$ cat src/rtl/uart_pkg.sv
`default_nettype none
// +----------------------------------------------------------------------------+
// | Module      : uart_pkg                                                     |
// | Description : Shared UART definitions: FSM state type, parity-mode codes.  |
// | Revision    : 1.0 - initial release                                        |
// +----------------------------------------------------------------------------+
package uart_pkg;

  typedef enum logic [2:0] {
    IDLE       = 3'd0,
    START_BIT  = 3'd1,
    DATA_SEND  = 3'd2,
    PARITY_BIT = 3'd3,
    STOP       = 3'd4,
    DONE       = 3'd5
  } uart_state_t;

  localparam logic [1:0] c_par_none = 2'b00;
  localparam logic [1:0] c_par_odd  = 2'b01;
  localparam logic [1:0] c_par_even = 2'b10;

  // Mode name arrives as a packed string of up to 8 characters; unknown names fall back to NONE.
  function automatic logic [1:0] parity_mode(input logic [63:0] mode);
    if (mode == 64'("ODD"))
      return c_par_odd;
    else if (mode == 64'("EVEN"))
      return c_par_even;
    else
      return c_par_none;
  endfunction

endpackage
`default_nettype wire

$ cat src/rtl/txd_baud_gen.sv
`default_nettype none
// +----------------------------------------------------------------------------+
// | Module      : txd_baud_gen                                                 |
// | Description : Bit-period counter; ticks once every CLK_FREQUENCE/BPS clks. |
// | Revision    : 1.0 - initial release                                        |
// +----------------------------------------------------------------------------+
module txd_baud_gen #(
  parameter int CLK_FREQUENCE = 50_000_000,
  parameter int BPS           = 9600
) (
  input  logic clk,
  input  logic rst,
  input  logic en,
  output logic baud_tick
);

  localparam int c_baud_div = CLK_FREQUENCE / BPS;
  localparam int c_cnt_w    = (c_baud_div > 1) ? $clog2(c_baud_div) : 1;
  localparam logic [c_cnt_w-1:0] c_cnt_last = c_cnt_w'(c_baud_div - 1);

  logic [c_cnt_w-1:0] r_cnt;

  always_ff @(posedge clk or posedge rst) begin
    if (rst)
      r_cnt <= '0;
    else if (!en || (r_cnt == c_cnt_last))
      r_cnt <= '0;
    else
      r_cnt <= r_cnt + 1'b1;
  end

  assign baud_tick = en && (r_cnt == c_cnt_last);

endmodule
`default_nettype wire

$ cat src/rtl/uart_txd.sv
`default_nettype none
// +----------------------------------------------------------------------------+
// | Module      : uart_txd                                                     |
// | Description : UART transmitter: start, LSB-first data, opt. parity, stop.  |
// | Revision    : 1.0 - initial release                                        |
// +----------------------------------------------------------------------------+
module uart_txd #(
  parameter int CLK_FREQUENCE = 50_000_000,
  parameter int BPS           = 9600,
  parameter     PARITY        = "NONE",
  parameter int WIDTH         = 8
) (
  input  logic             clk,
  input  logic             rst,
  input  logic             tx_start,
  input  logic [WIDTH-1:0] tx_data,
  output logic             tx_busy,
  output logic             tx_done,
  output logic             uart_tx
);

  import uart_pkg::*;

  localparam logic [1:0] c_par_mode = parity_mode(64'(PARITY));
  localparam bit         c_par_en   = (c_par_mode == c_par_odd) || (c_par_mode == c_par_even);
  localparam int         c_bcw      = $clog2(WIDTH + 1);
  localparam logic [c_bcw-1:0] c_last_bit = c_bcw'(WIDTH - 1);

  uart_state_t      r_state;
  logic [WIDTH-1:0] r_shift;
  logic [c_bcw-1:0] r_bit_cnt;
  logic             r_par_bit;
  logic             w_baud_en;
  logic             w_baud_tick;

  assign w_baud_en = (r_state != IDLE);

  txd_baud_gen #(
    .CLK_FREQUENCE (CLK_FREQUENCE),
    .BPS           (BPS)
  ) u_baud_gen (
    .clk       (clk),
    .rst       (rst),
    .en        (w_baud_en),
    .baud_tick (w_baud_tick)
  );

  // uart_tx is loaded with the next bit on the same edge that changes state,
  // so the line is always a flop output and each bit lasts exactly one baud period.
  always_ff @(posedge clk or posedge rst) begin
    if (rst) begin
      r_state   <= IDLE;
      r_shift   <= '0;
      r_bit_cnt <= '0;
      r_par_bit <= 1'b0;
      uart_tx   <= 1'b1;
      tx_busy   <= 1'b0;
      tx_done   <= 1'b0;
    end else begin
      tx_done <= 1'b0;
      case (r_state)
        IDLE: begin
          uart_tx   <= 1'b1;
          tx_busy   <= 1'b0;
          r_bit_cnt <= '0;
          if (tx_start) begin
            r_shift   <= tx_data;
            r_par_bit <= (c_par_mode == c_par_odd) ? ~^tx_data : ^tx_data;
            uart_tx   <= 1'b0;
            tx_busy   <= 1'b1;
            r_state   <= START_BIT;
          end
        end
        START_BIT: begin
          if (w_baud_tick) begin
            uart_tx <= r_shift[0];
            r_state <= DATA_SEND;
          end
        end
        DATA_SEND: begin
          if (w_baud_tick) begin
            r_shift   <= {1'b0, r_shift[WIDTH-1:1]};
            r_bit_cnt <= r_bit_cnt + 1'b1;
            if (r_bit_cnt == c_last_bit) begin
              if (c_par_en) begin
                uart_tx <= r_par_bit;
                r_state <= PARITY_BIT;
              end else begin
                uart_tx <= 1'b1;
                r_state <= STOP;
              end
            end else begin
              uart_tx <= r_shift[1];
            end
          end
        end
        PARITY_BIT: begin
          if (w_baud_tick) begin
            uart_tx <= 1'b1;
            r_state <= STOP;
          end
        end
        STOP: begin
          if (w_baud_tick) begin
            uart_tx <= 1'b1;
            tx_done <= 1'b1;
            r_state <= DONE;
          end
        end
        DONE: begin
          uart_tx <= 1'b1;
          tx_busy <= 1'b0;
          r_state <= IDLE;
        end
        default: begin
          uart_tx <= 1'b1;
          tx_busy <= 1'b0;
          r_state <= IDLE;
        end
      endcase
    end
  end

endmodule
`default_nettype wire

$ cat config.mk
export PLATFORM = sky130hd
export DESIGN_NAME = uart_txd
export DESIGN_NICKNAME = d
export VERILOG_FILES = /design/src/rtl/uart_pkg.sv /design/src/rtl/txd_baud_gen.sv /design/src/rtl/uart_txd.sv
export SDC_FILE = /design/constraint.sdc
export NUM_CORES = 1
export LEC_CHECK = 0
export BUFFER_PORTS_ARGS = -buffer_cell sky130_fd_sc_hd__buf_2
export CAP_MARGIN = 20
export CORE_UTILIZATION = 58
export CTS_CLUSTER_DIAMETER = 100
export DETAILED_ROUTE_END_ITERATION = 7
export PLACE_DENSITY = 0.78
export SYNTH_ARGS = -nofsm -noshare
export SYNTH_HDL_FRONTEND = slang
export SYNTH_SLANG_ARGS = --single-unit
export TNS_END_PERCENT = 1
$ cat constraint.sdc
create_clock -name clk -period 2.3 [get_ports clk]
set_input_delay 0.46 -clock clk [delete_from_list [all_inputs] [get_ports clk]]
set_output_delay 0.46 -clock clk [all_outputs]
set_load 0.05 [all_outputs]
==> results of run 1 <==
==> critical path, delay by kind of cell, from the launching register on <==
kind                     cells  cell delay, ns
AO/OA/AOI/OAI                1            0.40
adder cells (fa/ha/maj)      1            0.28
flip-flops                   1            0.42
multiplexers                 1            0.34
AND/OR/NAND/NOR              2            0.44
==> Yosys cell counts (all sizes together) <==
master  count
a21boi      1
a21oi       2
a22oi       1
a31oi       1
a32o        2
and2b       1
and3        3
and3b       1
and4b       1
and4bb      1
buf         3
clkbuf      2
dfrtp      30
dfstp       1
ha          2
inv         6
mux2       14
mux2i       2
nand2       4
nand3      10
nand4       3
nand4b      1
nor2       18
nor2b       1
nor3        4
nor3b       1
nor4        1
nor4b       1
o21ai       9
o22ai       1
o31a        1
o31ai       1
or2b        1
or3         3
xnor2       8
xor2        3
==> path summary, 6_finish.rpt <==
path / slack [ns] / cells after the start / to
max in group asynchronous: 1.80 / 3 / uart_tx$_DFFE_PP1P_
max: 0.31 / 5 / r_shift[6]$_DFFE_PP0P_
min: 0.19 / 3 / r_shift[5]$_DFFE_PP0P_
min reg2reg: 0.52 / 1 / u_baud_gen.r_cnt[0]$_DFF_PP0_
min in group clk: 0.49 / 3 / r_shift[3]$_DFFE_PP0P_
max reg2reg: 0.31 / 5 / r_shift[6]$_DFFE_PP0P_
==> cell usage in the layout (no fill, tap or decap), types with 2 or more instances in the layout <==
| cell | count |
|---|---|
| xor2_1 | 3 |
| inv_1 | 6 |
| xnor2_1 | 8 |
| and3_1 | 3 |
| mux2_2 | 7 |
| nand3_1 | 10 |
| or3_1 | 3 |
| o21ai_0 | 9 |
| a21oi_1 | 2 |
| ha_1 | 2 |
| clkbuf_8 | 2 |
| nand2_1 | 4 |
| nand4_1 | 2 |
| clkbuf_4 | 5 |
| nor2_1 | 18 |
| mux2i_1 | 2 |
| a32o_1 | 2 |
| nor3_1 | 3 |
| buf_2 | 13 |
| dfrtp_1 | 30 |
| mux2_4 | 7 |
==> cell families after synthesis <==
kind of cell,count (synthesis)
DFF,31
xor gates and xnor gates,11
adders and majority gates,2
and+or+nand+nor,55
AOI/OAI and AO/OA,19
muxes,16
buffers and inverters,11
==> layer usage <==
| layer | share of wire (%) | wire length, µm | GRT usage, % | up-vias |
|---|---|---|---|---|
| met5 | 0 | 0 | 0 | - |
| met4 | 1.9 | 57 | 10.3 | 0 |
| met3 | 2.9 | 86 | 6.11 | 9 |
| met2 | 46 | 1360 | 35.1 | 20 |
| met1 | 50 | 1480 | 32.4 | 537 |
| li1 | - | - | - | 540 |
==> power by group through the flow <==
stage / Clock [mW] / Sequential, mW / Combinational [mW]
2_1_floorplan: 0 / 0.564 / 0.0246
3_3_place_gp: 0 / 0.565 / 0.0384
3_5_place_dp: 0 / 0.566 / 0.0404
4_1_cts: 0.363 / 0.555 / 0.0404
5_1_grt: 0.385 / 0.556 / 0.0440
6_report: 0.362 / 0.555 / 0.0394
==> through the flow <==
step	setup WS, ns	instance area, µm²	std cells	util (%)
floorplan	0.489	1620	145	-
global placement	0.423	1700	184	66.0
detailed placement	0.343	1700	184	66.0
CTS	0.317	1760	192	68.7
global route	0.201	1760	192	68.7
finish	0.309	1760	192	68.7
==> layout make-up <==
cell class / count / share of cell area (%)
clock buffers: 8 / 3.90
inverters: 6 / 1.28
multi-input cells: 103 / 44.5
flip-flops and latches: 31 / 44.0
well taps: 30 / 2.13
repair buffers: 14 / 4.11
==> sequential cells by signal (all words and copies together) (netlist names) <==
register          flops
r_state               3
r_bit_cnt             4
uart_tx               1
tx_done               1
tx_busy               1
u_baud_gen.r_cnt     13
r_shift               8
==> metrics.md, run 1 <==
| Metric | Value |
|---|---|
| Outcome | finished clean |
| Total number of H-tree levels | 2 |
| Leakage dissipation | 0.809 nW |
| Largest family of logic cells by synthesized area | simple AND/OR/NAND/NOR gates |
| Hold-fix buffers, CTS | 0 |
| Layout Skew | 0.0115 ns |
| TritonCTS clock tree | done |
| Share of the synthesized area in compound gates (AO/OA/AOI/OAI) | 8.03% |
| Maximum number of pins on one net before global-route repair | 32 |
| Avg Inst Size Synth | 11.2 µm² |
| Number of placement rows | 18 |
| CTS Sinks | 31 |
| Net switching fraction of the power | 21.5% |
| Post-Synth Adder-Cell Area | 1.54% |
| Horizontal die dimension | 54.9 µm |
| Simple-gate share of the synthesized area | 20.4% |
| Netlist Area Pre-Place | 1620 µm² |
| Unique masters post-synth | 40 |
| Fin nets | 174 |
| Sequential cell area fraction in the yosys report | 48.0% |
| Type of the worst setup path | register to register |
| Synthesis warning total | 0 |
| Setup TNS Final | 0 ns |
| Final Power | 0.957 mW |
| Number of antenna violations at the first check in global routing | 0 |
| Critical-path maximum fanout | 9 |
| Routed wire length | 2990 µm |
| Combined global-route utilization of all metal layers | 23.7% |
| Clk root buf | clkbuf_4 |
| Ordered list of cells on the worst path | ha_1 -> and4b_1 -> nand4_4 -> a21boi_4 -> mux2_4 |
| Max-slew headroom at the worst pin | 64.0% |
| Drt pass-1 iters | 4 |
| Die ar. | 3010 µm² |
| Portion of the clock cycle consumed by the worst path in the final layout | 86.6% |
| Post-synthesis instance total | 145 |
| Worst slew pin tran | 0.538 ns |
| Port-buffer cells | 13 |
| RSZ-0062 raised after global routing | false |
| Vias in the first global route | 1028 |
| Pwr Density | 542 nW/µm² |
| Placeable Area | 2570 µm² |
| ANT nets after route | 0 |
| Critical Path Start Type | register |
| Shortest period the worst path allows | 1.99 ns |
| Area contributors post-synth | dfrtp_1 46%, mux2_4 6.5%, mux2_2 4.9% |
| Ports placed on the boundary | 14 |
| Fraction of synthesized area in multiplexers | 12.6% |
| Critical path arrival | 2.21 ns |
| Endpoint class of the critical path | register |
| Wire length of the first global-routing pass | 4800 µm |
| Slowest library cell on the worst path | dfrtp_1 |
| Largest area contributor in the netlist | dfrtp_1 |
| Placed wire-length estimate | 2100 µm |
| RD Place Congestion | 0.746 |
| Internal portion of total power | 0.752 mW |
| Vias post-DR | 1106 |
| Multi-input gate area | 786 µm² |
| CP max stage delay | 0.42 ns |
| Part of the total power dissipated in the clock network | 37.9% |
| Critical path startpoint | u_baud_gen.r_cnt[0]$_DFF_PP0_ |
| Number of setup violations in the final report | 0 |
| Total of max-cap violations | 0 |
| Switching power of the nets | 0.205 mW |
| Final-report hold violation count | 0 |
| Fraction of synthesized cell area taken by the top area cell type | 46.3% |
| Sequential fraction of design power | 58.0% |
| Final Hold Slack | 0.187 ns |
| Post-synth net total | 158 |
| Number of clock buffers inserted by TritonCTS | 5 |
| Clock latency on the worst-skew pair | 0.33 ns |
| WL per Instance | 15.6 µm |
| Logic gate share of total power | 4.1% |
| Critical path data required time | 2.52 ns |
| Signed area change from the synthesized netlist to the final layout | 8.88% |
| Die height | 54.9 µm |
| Classification of the worst-slack hold path | input pin to asynchronous set/reset pin |
| Register bit total from synthesis | 31 |
| Area occupied by registers | 777 µm² |
| Effective utilization at floorplan | 63.1% |
| Resize count post-CTS | 0 |
| Share of final-layout standard cells stronger than drive strength 1 | 25.9% |
| Post-route DRC violation count | 0 |
| DR iter-0 viols | 32 |
| Clock-pin slew on the worst setup and hold paths | 0.10 ns |
| Number of buffers added for setup after CTS | 0 |
| Maximum clock frequency | 502 MHz |
| R2R Path Start | u_baud_gen.r_cnt[0]$_DFF_PP0_ |
| VDD IR max | 427 µV |
| Final count of pins violating max slew | 0 |
| Ant diodes | 0 |
| Total congestion overflow | 0 |
| Xor and xnor area share after synthesis | 5.95% |
| Final-layout fill cell count | 191 |
| Deepest clock path buffer count | 2 |
| Number of vias per cell | 5.76 |
Power figures use the tool's default switching activity.
==> run 2, diff against run 1 <==
--- a/config.mk
+++ b/config.mk
@@ -7,10 +7,12 @@
 export LEC_CHECK = 0
 export BUFFER_PORTS_ARGS = -buffer_cell sky130_fd_sc_hd__buf_2
 export CAP_MARGIN = 20
-export CORE_UTILIZATION = 58
+export CELL_PAD_IN_SITES_DETAIL_PLACEMENT = 0
+export CELL_PAD_IN_SITES_GLOBAL_PLACEMENT = 1
+export CORE_UTILIZATION = 46
 export CTS_CLUSTER_DIAMETER = 100
 export DETAILED_ROUTE_END_ITERATION = 7
-export PLACE_DENSITY = 0.78
+export PLACE_DENSITY_LB_ADDON = 0.1
 export SYNTH_ARGS = -nofsm -noshare
 export SYNTH_HDL_FRONTEND = slang
 export SYNTH_SLANG_ARGS = --single-unit
==> run 2 against run 1 <==
Against the previous run: clock-buffer cell count did not move; sequential share of layout area fell by 0.19 points; flip-flop and latch count did not move; clock power fell by 17%; cell area rose by 0.43%; critical path depth did not move; hold slack improved by 0.0039 ns; via count rose by 0.18%; final cell count rose by 8.9%; sequential power barely moved; register-to-register slack barely moved; highest routed layer unchanged.
==> metrics.md, run 2 (synthesis gave the netlist of run 1 again) <==
| Metric | Value |
|---|---|
| Port-buffer cells | 13 (unchanged) |
| Ordered list of cells on the worst path | ha_1 -> and4b_1 -> nand4_4 -> a21boi_4 -> mux2_4 (unchanged) |
| Total of max-cap violations | 0 (unchanged) |
| Fin nets | 175 (was 174) |
| Total number of H-tree levels | 2 (unchanged) |
| Commonest non-fill, non-tap cells in the layout | 30 x dfrtp_1, 18 x nor2_1, 13 x buf_2 (unchanged) |
| Number of placement rows | 21 (was 18) |
| Worst slew pin tran | 0.525 ns (was 0.538 ns) |
| Net switching fraction of the power | 22.3% (was 21.5%) |
| Die ar. | 3760 µm² (was 3010 µm²) |
| Endpoint class of the critical path | register (unchanged) |
| Ports placed on the boundary | 14 (unchanged) |
| Register with the most flip-flops | u_baud_gen.r_cnt (unchanged) |
| Type of the worst setup path | register to register (unchanged) |
| Capture instance of the worst register-to-register path | r_shift[6]$_DFFE_PP0P_ (unchanged) |
| Die height | 61.4 µm (was 54.9 µm) |
| Clock latency on the worst-skew pair | 0.33 ns (about the same) |
| Resize count post-CTS | 0 (unchanged) |
| Final count of pins violating max slew | 0 (unchanged) |
| Final Hold Slack | 0.191 ns (was 0.187 ns) |
| Number of flip-flops under the largest register name | 13 (unchanged) |
| Routed wire length | 2850 µm (was 2990 µm) |
| Slowest library cell on the worst path | dfrtp_1 (unchanged) |
| TritonCTS clock tree | done (unchanged) |
| CP max stage delay | 0.42 ns (about the same) |
| Drt pass-1 iters | 4 (unchanged) |
| Layout Skew | 0.0137 ns (was 0.0115 ns) |
| Outcome | finished clean (unchanged) |
| RSZ-0062 raised after global routing | false (unchanged) |
| Effective utilization at floorplan | 48.2% (was 63.1%) |
| Critical path arrival | 2.19 ns (was 2.21 ns) |
| R2R Path Start | u_baud_gen.r_cnt[0]$_DFF_PP0_ (unchanged) |
| Classification of the worst-slack hold path | input pin to asynchronous set/reset pin (unchanged) |
| Number of setup violations in the final report | 0 (unchanged) |
| Buffers and inverters on the worst path | 0 (unchanged) |
| Max-slew headroom at the worst pin | 64.9% (was 64.0%) |
| CTS Sinks | 31 (unchanged) |
| Ant diodes | 0 (unchanged) |
| Vias post-DR | 1108 (was 1106) |
| Leakage dissipation | 0.802 nW (was 0.809 nW) |
| Horizontal die dimension | 61.4 µm (was 54.9 µm) |
| Maximum clock frequency | 504 MHz (was 502 MHz) |
| Switching power of the nets | 0.199 mW (was 0.205 mW) |
| Total congestion overflow | 0 (unchanged) |
| Pwr Density | 503 nW/µm² (was 542 nW/µm²) |
| Signed area change from the synthesized netlist to the final layout | 9.34% (was 8.88%) |
| Post-route DRC violation count | 0 (unchanged) |
| Number of clock buffers inserted by TritonCTS | 5 (unchanged) |
| Number of vias per cell | 5.30 (was 5.76) |
| Commonest non-fill, non-tap cell in the layout | dfrtp_1 (unchanged) |
| Share of final-layout standard cells stronger than drive strength 1 | 25.2% (was 25.9%) |
| WL per Instance | 13.6 µm (was 15.6 µm) |
| Wire length of the first global-routing pass | 5060 µm (was 4800 µm) |
| DR iter-0 viols | 86 (was 32) |
| Deepest clock path buffer count | 2 (unchanged) |
| Critical-path maximum fanout | 9 (unchanged) |
| Number of antenna violations at the first check in global routing | 0 (unchanged) |
| Number of buffers added for setup after CTS | 0 (unchanged) |
| Placed wire-length estimate | 2010 µm (was 2100 µm) |
| RD Place Congestion | 0.793 (was 0.746) |
| Hold-fix buffers, CTS | 0 (unchanged) |
| Final-report hold violation count | 0 (unchanged) |
| Portion of the clock cycle consumed by the worst path in the final layout | 86.3% (was 86.6%) |
| Count of cells along the worst register-to-register path | 5 (unchanged) |
| Clk root buf | clkbuf_4 (unchanged) |
| Part of the total power dissipated in the clock network | 33.5% (was 37.9%) |
| VDD IR max | 382 µV (was 427 µV) |
| Critical path data required time | 2.51 ns (was 2.52 ns) |
| Internal portion of total power | 0.693 mW (was 0.752 mW) |
| Combined global-route utilization of all metal layers | 19.0% (was 23.7%) |
| Vias in the first global route | 1101 (was 1028) |
| Shortest period the worst path allows | 1.99 ns (about the same) |
| ANT nets after route | 0 (unchanged) |
| Placeable Area | 3360 µm² (was 2570 µm²) |
| Setup TNS Final | 0 ns (unchanged) |
| Sequential fraction of design power | 62.2% (was 58.0%) |
| Largest registers | u_baud_gen.r_cnt: 13 flops, r_shift: 8 flops, r_bit_cnt: 4 flops (unchanged) |
| Logic gate share of total power | 4.3% (was 4.1%) |
| Maximum number of pins on one net before global-route repair | 32 (unchanged) |
| Cell class contributing the biggest share of worst-path delay | simple AND/OR/NAND/NOR gates (unchanged) |
| Critical Path Start Type | register (unchanged) |
| Clock-pin slew on the worst setup and hold paths | 0.10 ns (about the same) |
| Worst setup slack for register-to-register paths | 0.31 ns (about the same) |
[run 2: changes by cell type in the layout (fill, tap and decap cells not counted), sizes merged]
cell	delta
buf	+1
[run 2: layout make-up]
| cell class | count | area (µm²) |
|---|---|---|
| Sequential cell | 31 | 777 |
| Inverter | 6 | 22.5 |
| Clock buffer | 8 | 48.8 |
| Fill cell | 336 | 1590 |
| Tap cell | 46 | 57.6 |
| Multi-Input combinational cell | 103 | 786 |
| Timing Repair Buffer | 15 | 80.1 |
[run 2: how the worst max path moves through the flow]
stage | startpoint | endpoint | slack [ns] | depth (start not counted)
floorplan | u_baud_gen.r_cnt[0]$_DFF_PP0_ | r_shift[0]$_DFFE_PP0P_ | 0.49 | 5
detailed placement | u_baud_gen.r_cnt[0]$_DFF_PP0_ | r_shift[1]$_DFFE_PP0P_ | 0.31 | 5
global route | u_baud_gen.r_cnt[0]$_DFF_PP0_ | r_shift[6]$_DFFE_PP0P_ | 0.22 | 5
global placement | u_baud_gen.r_cnt[0]$_DFF_PP0_ | r_shift[6]$_DFFE_PP0P_ | 0.36 | 5
CTS | u_baud_gen.r_cnt[0]$_DFF_PP0_ | r_shift[6]$_DFFE_PP0P_ | 0.30 | 5
finish | u_baud_gen.r_cnt[0]$_DFF_PP0_ | r_shift[6]$_DFFE_PP0P_ | 0.31 | 5
[run 2: power groups by stage]
stage                     Combinational, mW  Sequential (mW)  Clock (mW)
after detailed placement             0.0401            0.565           0
after CTS                            0.0403            0.554       0.310
final                                0.0388            0.555       0.299
after global routing                 0.0440            0.555       0.334
after floorplan                      0.0246            0.564           0
after global placement               0.0388            0.565           0
[run 2: metrics by stage]
stage          power, mW  instance area (µm²)  std cells  setup WS (ns)  utilization (%)
3_3_place_gp       0.604                 1720        201          0.359             51.2
5_1_grt            0.933                 1770        209          0.217             52.7
4_1_cts            0.905                 1770        209          0.300             52.7
2_1_floorplan      0.589                 1620        145          0.489                -
3_5_place_dp       0.605                 1720        201          0.313             51.2
6_report           0.892                 1770        209          0.315             52.7
[run 2: tightest hold or removal path: cells and delay by family]
kind | cells | cell delay, ns
buf+inv | 3 | 0.48
[run 2: layer usage]
metal	wire length, µm	track usage (%)	vias to the layer above
met2	1320	28.1	18
met5	0	0	-
met3	77	5.04	4
met4	42	8.57	0
met1	1400	26.2	542
li1	-	-	544
==> run 3, diff against run 2 <==
--- a/config.mk
+++ b/config.mk
@@ -15,5 +15,6 @@
 export PLACE_DENSITY_LB_ADDON = 0.1
 export SYNTH_ARGS = -nofsm -noshare
 export SYNTH_HDL_FRONTEND = slang
+export SYNTH_HIERARCHICAL = 1
 export SYNTH_SLANG_ARGS = --single-unit
 export TNS_END_PERCENT = 1
==> run 3 against run 2 <==
Against the previous run: critical path depth is 2 higher; synthesized area down 0.31%; clock power up 47%; synthesized cell count is 1.4% higher.
==> metrics.md, run 3 <==
| Metric | Value |
|---|---|
| Outcome | finished clean (unchanged) |
| Post-Synth Adder-Cell Area | 1.55% (was 1.54%) |
| Ports placed on the boundary | 14 (unchanged) |
| Unique masters post-synth | 38 (was 40) |
| R2R Path Start | u_baud_gen/r_cnt[0]$_DFF_PP0_ (was u_baud_gen.r_cnt[0]$_DFF_PP0_) |
| Placeable Area | 3360 µm² (unchanged) |
| Number of setup violations in the final report | 0 (unchanged) |
| Routed wire length | 3070 µm (was 2850 µm) |
| Largest registers | u_baud_gen/r_cnt: 13 flops, r_shift: 8 flops, r_bit_cnt: 4 flops (was u_baud_gen.r_cnt: 13 flops, r_shift: 8 flops, r_bit_cnt: 4 flops) |
| Classification of the worst-slack hold path | input pin to asynchronous set/reset pin (unchanged) |
| Layout Skew | 0.00827 ns (was 0.0137 ns) |
| Post-route DRC violation count | 0 (unchanged) |
| Area contributors post-synth | dfrtp_1 46%, mux2_2 9.8%, a21oi_1 3.4% (was dfrtp_1 46%, mux2_4 6.5%, mux2_2 4.9%) |
| Worst setup slack for register-to-register paths | 0.16 ns (was 0.31 ns) |
| Total congestion overflow | 0 (unchanged) |
| Max-slew headroom at the worst pin | 54.7% (was 64.9%) |
| Wire length of the first global-routing pass | 5090 µm (was 5060 µm) |
| Placed wire-length estimate | 2160 µm (was 2010 µm) |
| Shortest period the worst path allows | 2.14 ns (was 1.99 ns) |
| Maximum number of pins on one net before global-route repair | 19 (was 32) |
| Die height | 61.3 µm (was 61.4 µm) |
| Type of the worst setup path | register to register (unchanged) |
| Port-buffer cells | 13 (unchanged) |
| Drt pass-1 iters | 4 (unchanged) |
| CP max stage delay | 0.42 ns (about the same) |
| CTS Sinks | 31 (unchanged) |
| Most instantiated flip-flop cell in the synthesis netlist | dfrtp_1 (unchanged) |
| Critical-path maximum fanout | 8 (was 9) |
| Clock-pin slew on the worst setup and hold paths | 0.10 ns (about the same) |
| Commonest non-fill, non-tap cell in the layout | dfrtp_1 (unchanged) |
| Register with the most flip-flops | u_baud_gen/r_cnt (was u_baud_gen.r_cnt) |
| Die ar. | 3750 µm² (was 3760 µm²) |
| Final-report hold violation count | 0 (unchanged) |
| Worst slew pin tran | 0.679 ns (was 0.525 ns) |
| Synth async-reset ratio | 100% (unchanged) |
| Most common cell in the synthesized netlist | dfrtp_1 (unchanged) |
| Ant diodes | 0 (unchanged) |
| Critical path data required time | 2.51 ns (about the same) |
| Number of vias per cell | 5.60 (was 5.30) |
| Largest area contributor in the netlist | dfrtp_1 (unchanged) |
| Final count of pins violating max slew | 0 (unchanged) |
| Post-synthesis instance total | 147 (was 145) |
| Leakage dissipation | 0.798 nW (was 0.802 nW) |
| Endpoint class of the critical path | register (unchanged) |
| Share of final-layout standard cells stronger than drive strength 1 | 31.2% (was 25.2%) |
| Synthesis warning total | 6 (was 0) |
| Share of the synthesized area in compound gates (AO/OA/AOI/OAI) | 12.3% (was 8.03%) |
| WL per Instance | 14.2 µm (was 13.6 µm) |
| Netlist Area Pre-Place | 1620 µm² (about the same) |
| Signed area change from the synthesized netlist to the final layout | 15.8% (was 9.34%) |
| Commonest non-fill, non-tap cells in the layout | 30 x dfrtp_1, 14 x mux2_2, 13 x buf_2 (was 30 x dfrtp_1, 18 x nor2_1, 13 x buf_2) |
| Fin nets | 182 (was 175) |
| Final Hold Slack | 0.149 ns (was 0.191 ns) |
| Number of antenna violations at the first check in global routing | 0 (unchanged) |
| RD Place Congestion | 0.770 (was 0.793) |
| RSZ-0062 raised after global routing | false (unchanged) |
| Total of max-cap violations | 0 (unchanged) |
| Clock latency on the worst-skew pair | 0.32 ns (was 0.33 ns) |
| Combined global-route utilization of all metal layers | 19.3% (was 19.0%) |
| Fraction of synthesized cell area taken by the top area cell type | 46.5% (was 46.3%) |
| Horizontal die dimension | 61.3 µm (was 61.4 µm) |
| Maximum clock frequency | 467 MHz (was 504 MHz) |
| Simple-gate share of the synthesized area | 19.8% (was 20.4%) |
| Cell count after placement | 206 (was 201) |
| Deepest clock path buffer count | 2 (unchanged) |
| DR iter-0 viols | 29 (was 86) |
| Count of cells along the worst register-to-register path | 7 (was 5) |
| Avg Inst Size Synth | 11.0 µm² (was 11.2 µm²) |
| Post-synth net total | 160 (was 158) |
| Most frequent cells after synthesis | 30 x dfrtp_1, 14 x mux2_2, 11 x a21oi_1 (was 30 x dfrtp_1, 18 x nor2_1, 10 x nand3_1) |
| Pwr Density | 792 nW/µm² (was 503 nW/µm²) |
| Number of placement rows | 21 (unchanged) |
| Vias post-DR | 1210 (was 1108) |
| Number of flip-flops under the largest register name | 13 (unchanged) |
| Ordered list of cells on the worst path | ha_1 -> nand4_1 -> nor4_4 -> mux2i_1 -> nor3_4 -> buf_12 -> mux2_2 (was ha_1 -> and4b_1 -> nand4_4 -> a21boi_4 -> mux2_4) |
| Critical Path Start Type | register (unchanged) |
| Largest family of logic cells by synthesized area | simple AND/OR/NAND/NOR gates (unchanged) |
| ANT nets after route | 0 (unchanged) |
| Fraction of synthesized area in multiplexers | 11.6% (was 12.6%) |
| Critical path arrival | 2.35 ns (was 2.19 ns) |
| TritonCTS clock tree | done (unchanged) |
| Finished Layout Cells | 216 (was 209) |
| Final Power | 1.48 mW (was 0.892 mW) |
| Capture instance of the worst register-to-register path | r_shift[4]$_DFFE_PP0P_ (was r_shift[6]$_DFFE_PP0P_) |
| Portion of the clock cycle consumed by the worst path in the final layout | 93.1% (was 86.3%) |
| Clk root buf | clkbuf_4 (unchanged) |
| Number of enable-type register cells in the synthesized netlist | 0 (unchanged) |
| Number of clock buffers inserted by TritonCTS | 5 (unchanged) |
| Final-layout fill cell count | 336 (unchanged) |
| Register bit total from synthesis | 31 (unchanged) |
| Slowest library cell on the worst path | dfrtp_1 (unchanged) |
| Sequential cell area fraction in the yosys report | 48.1% (was 48.0%) |
| Xor and xnor area share after synthesis | 2.17% (was 5.95%) |
| Total number of H-tree levels | 2 (unchanged) |
| Hold-fix buffers, CTS | 0 (unchanged) |
| Effective utilization at floorplan | 48.0% (was 48.2%) |
| Vias in the first global route | 1134 (was 1101) |
| VDD IR max | 364 µV (was 382 µV) |
## run 3: cell families after synthesis
kind of cell | count (synthesis)
compound gates | 31
xor+xnor | 4
fa+ha+maj | 2
buf+inv | 14
flops | 31
mux | 17
simple gates | 48
## run 3: layout make-up
class                      instances  area, µm²  share of cell area (%)
clock buffer                       6       51.3                    2.74
clock inverter                     2       35.0                    1.87
inverter                           8       30.0                    1.61
multi-input combinational        102        782                    41.8
sequential                        31        777                    41.5
tap                               46       57.6                    3.08
timing repair buffer              21        138                    7.36
## run 3: what timing repair did
action | in CTS | in global routing
endpoints found under the setup margin | 7 | 8
setup buffers | 1 | 1
gates resized for setup | 0 | 2
pin swaps | 1 | 0
## run 3: worst max path at each step
stage                                        startpoint  slack, ns                      to  cells past startpoint
after floorplan                  r_state[0]$_DFFE_PP0P_      0.004  r_shift[0]$_DFFE_PP0P_                      9
after global placement    u_baud_gen/r_cnt[3]$_DFF_PP0_     -0.008  r_shift[2]$_DFFE_PP0P_                      5
after detailed placement  u_baud_gen/r_cnt[3]$_DFF_PP0_      -0.11  r_shift[1]$_DFFE_PP0P_                      5
after CTS                 u_baud_gen/r_cnt[0]$_DFF_PP0_      0.003  r_shift[1]$_DFFE_PP0P_                      7
after global routing      u_baud_gen/r_cnt[0]$_DFF_PP0_       0.03  r_shift[3]$_DFFE_PP0P_                      7
final                     u_baud_gen/r_cnt[0]$_DFF_PP0_       0.16  r_shift[4]$_DFFE_PP0P_                      7
## run 3: power breakdown
group	switching [mW]	internal [mW]	leakage, nW
registers	0.0793	0.652	0.398
clock network	0.182	0.257	0.0482
logic	0.174	0.138	0.352
total	0.436	1.05	0.798
## run 3: layer usage
metal  GRT usage (%)  vias to the layer above  wire length, µm
met4            7.79                        0               37
met3            7.14                        4              142
li1                -                      587                -
met2            32.1                       29             1600
met5               0                        -                0
met1            22.5                      590             1290
## run 3: through the flow
step / worst slack, ns / utilization, % / TNS [ns] / area [µm²]
2_1_floorplan: 0.00375 / - / 0 / 1620
3_3_place_gp: -0.00751 / 51.8 / -0.0463 / 1740
3_5_place_dp: -0.115 / 51.8 / -0.736 / 1740
4_1_cts: 0.00270 / 54.9 / 0 / 1850
5_1_grt: 0.0283 / 55.6 / 0 / 1870
6_report: 0.158 / 55.6 / 0 / 1870
## run 3: critical path: cells and delay by family, from the launching register on
kind / cells / cell delay [ns]
buffers and inverters: 1 / 0.15
muxes: 2 / 0.51
adders and majority gates: 1 / 0.25
DFF: 1 / 0.42
and+or+nand+nor: 3 / 0.71
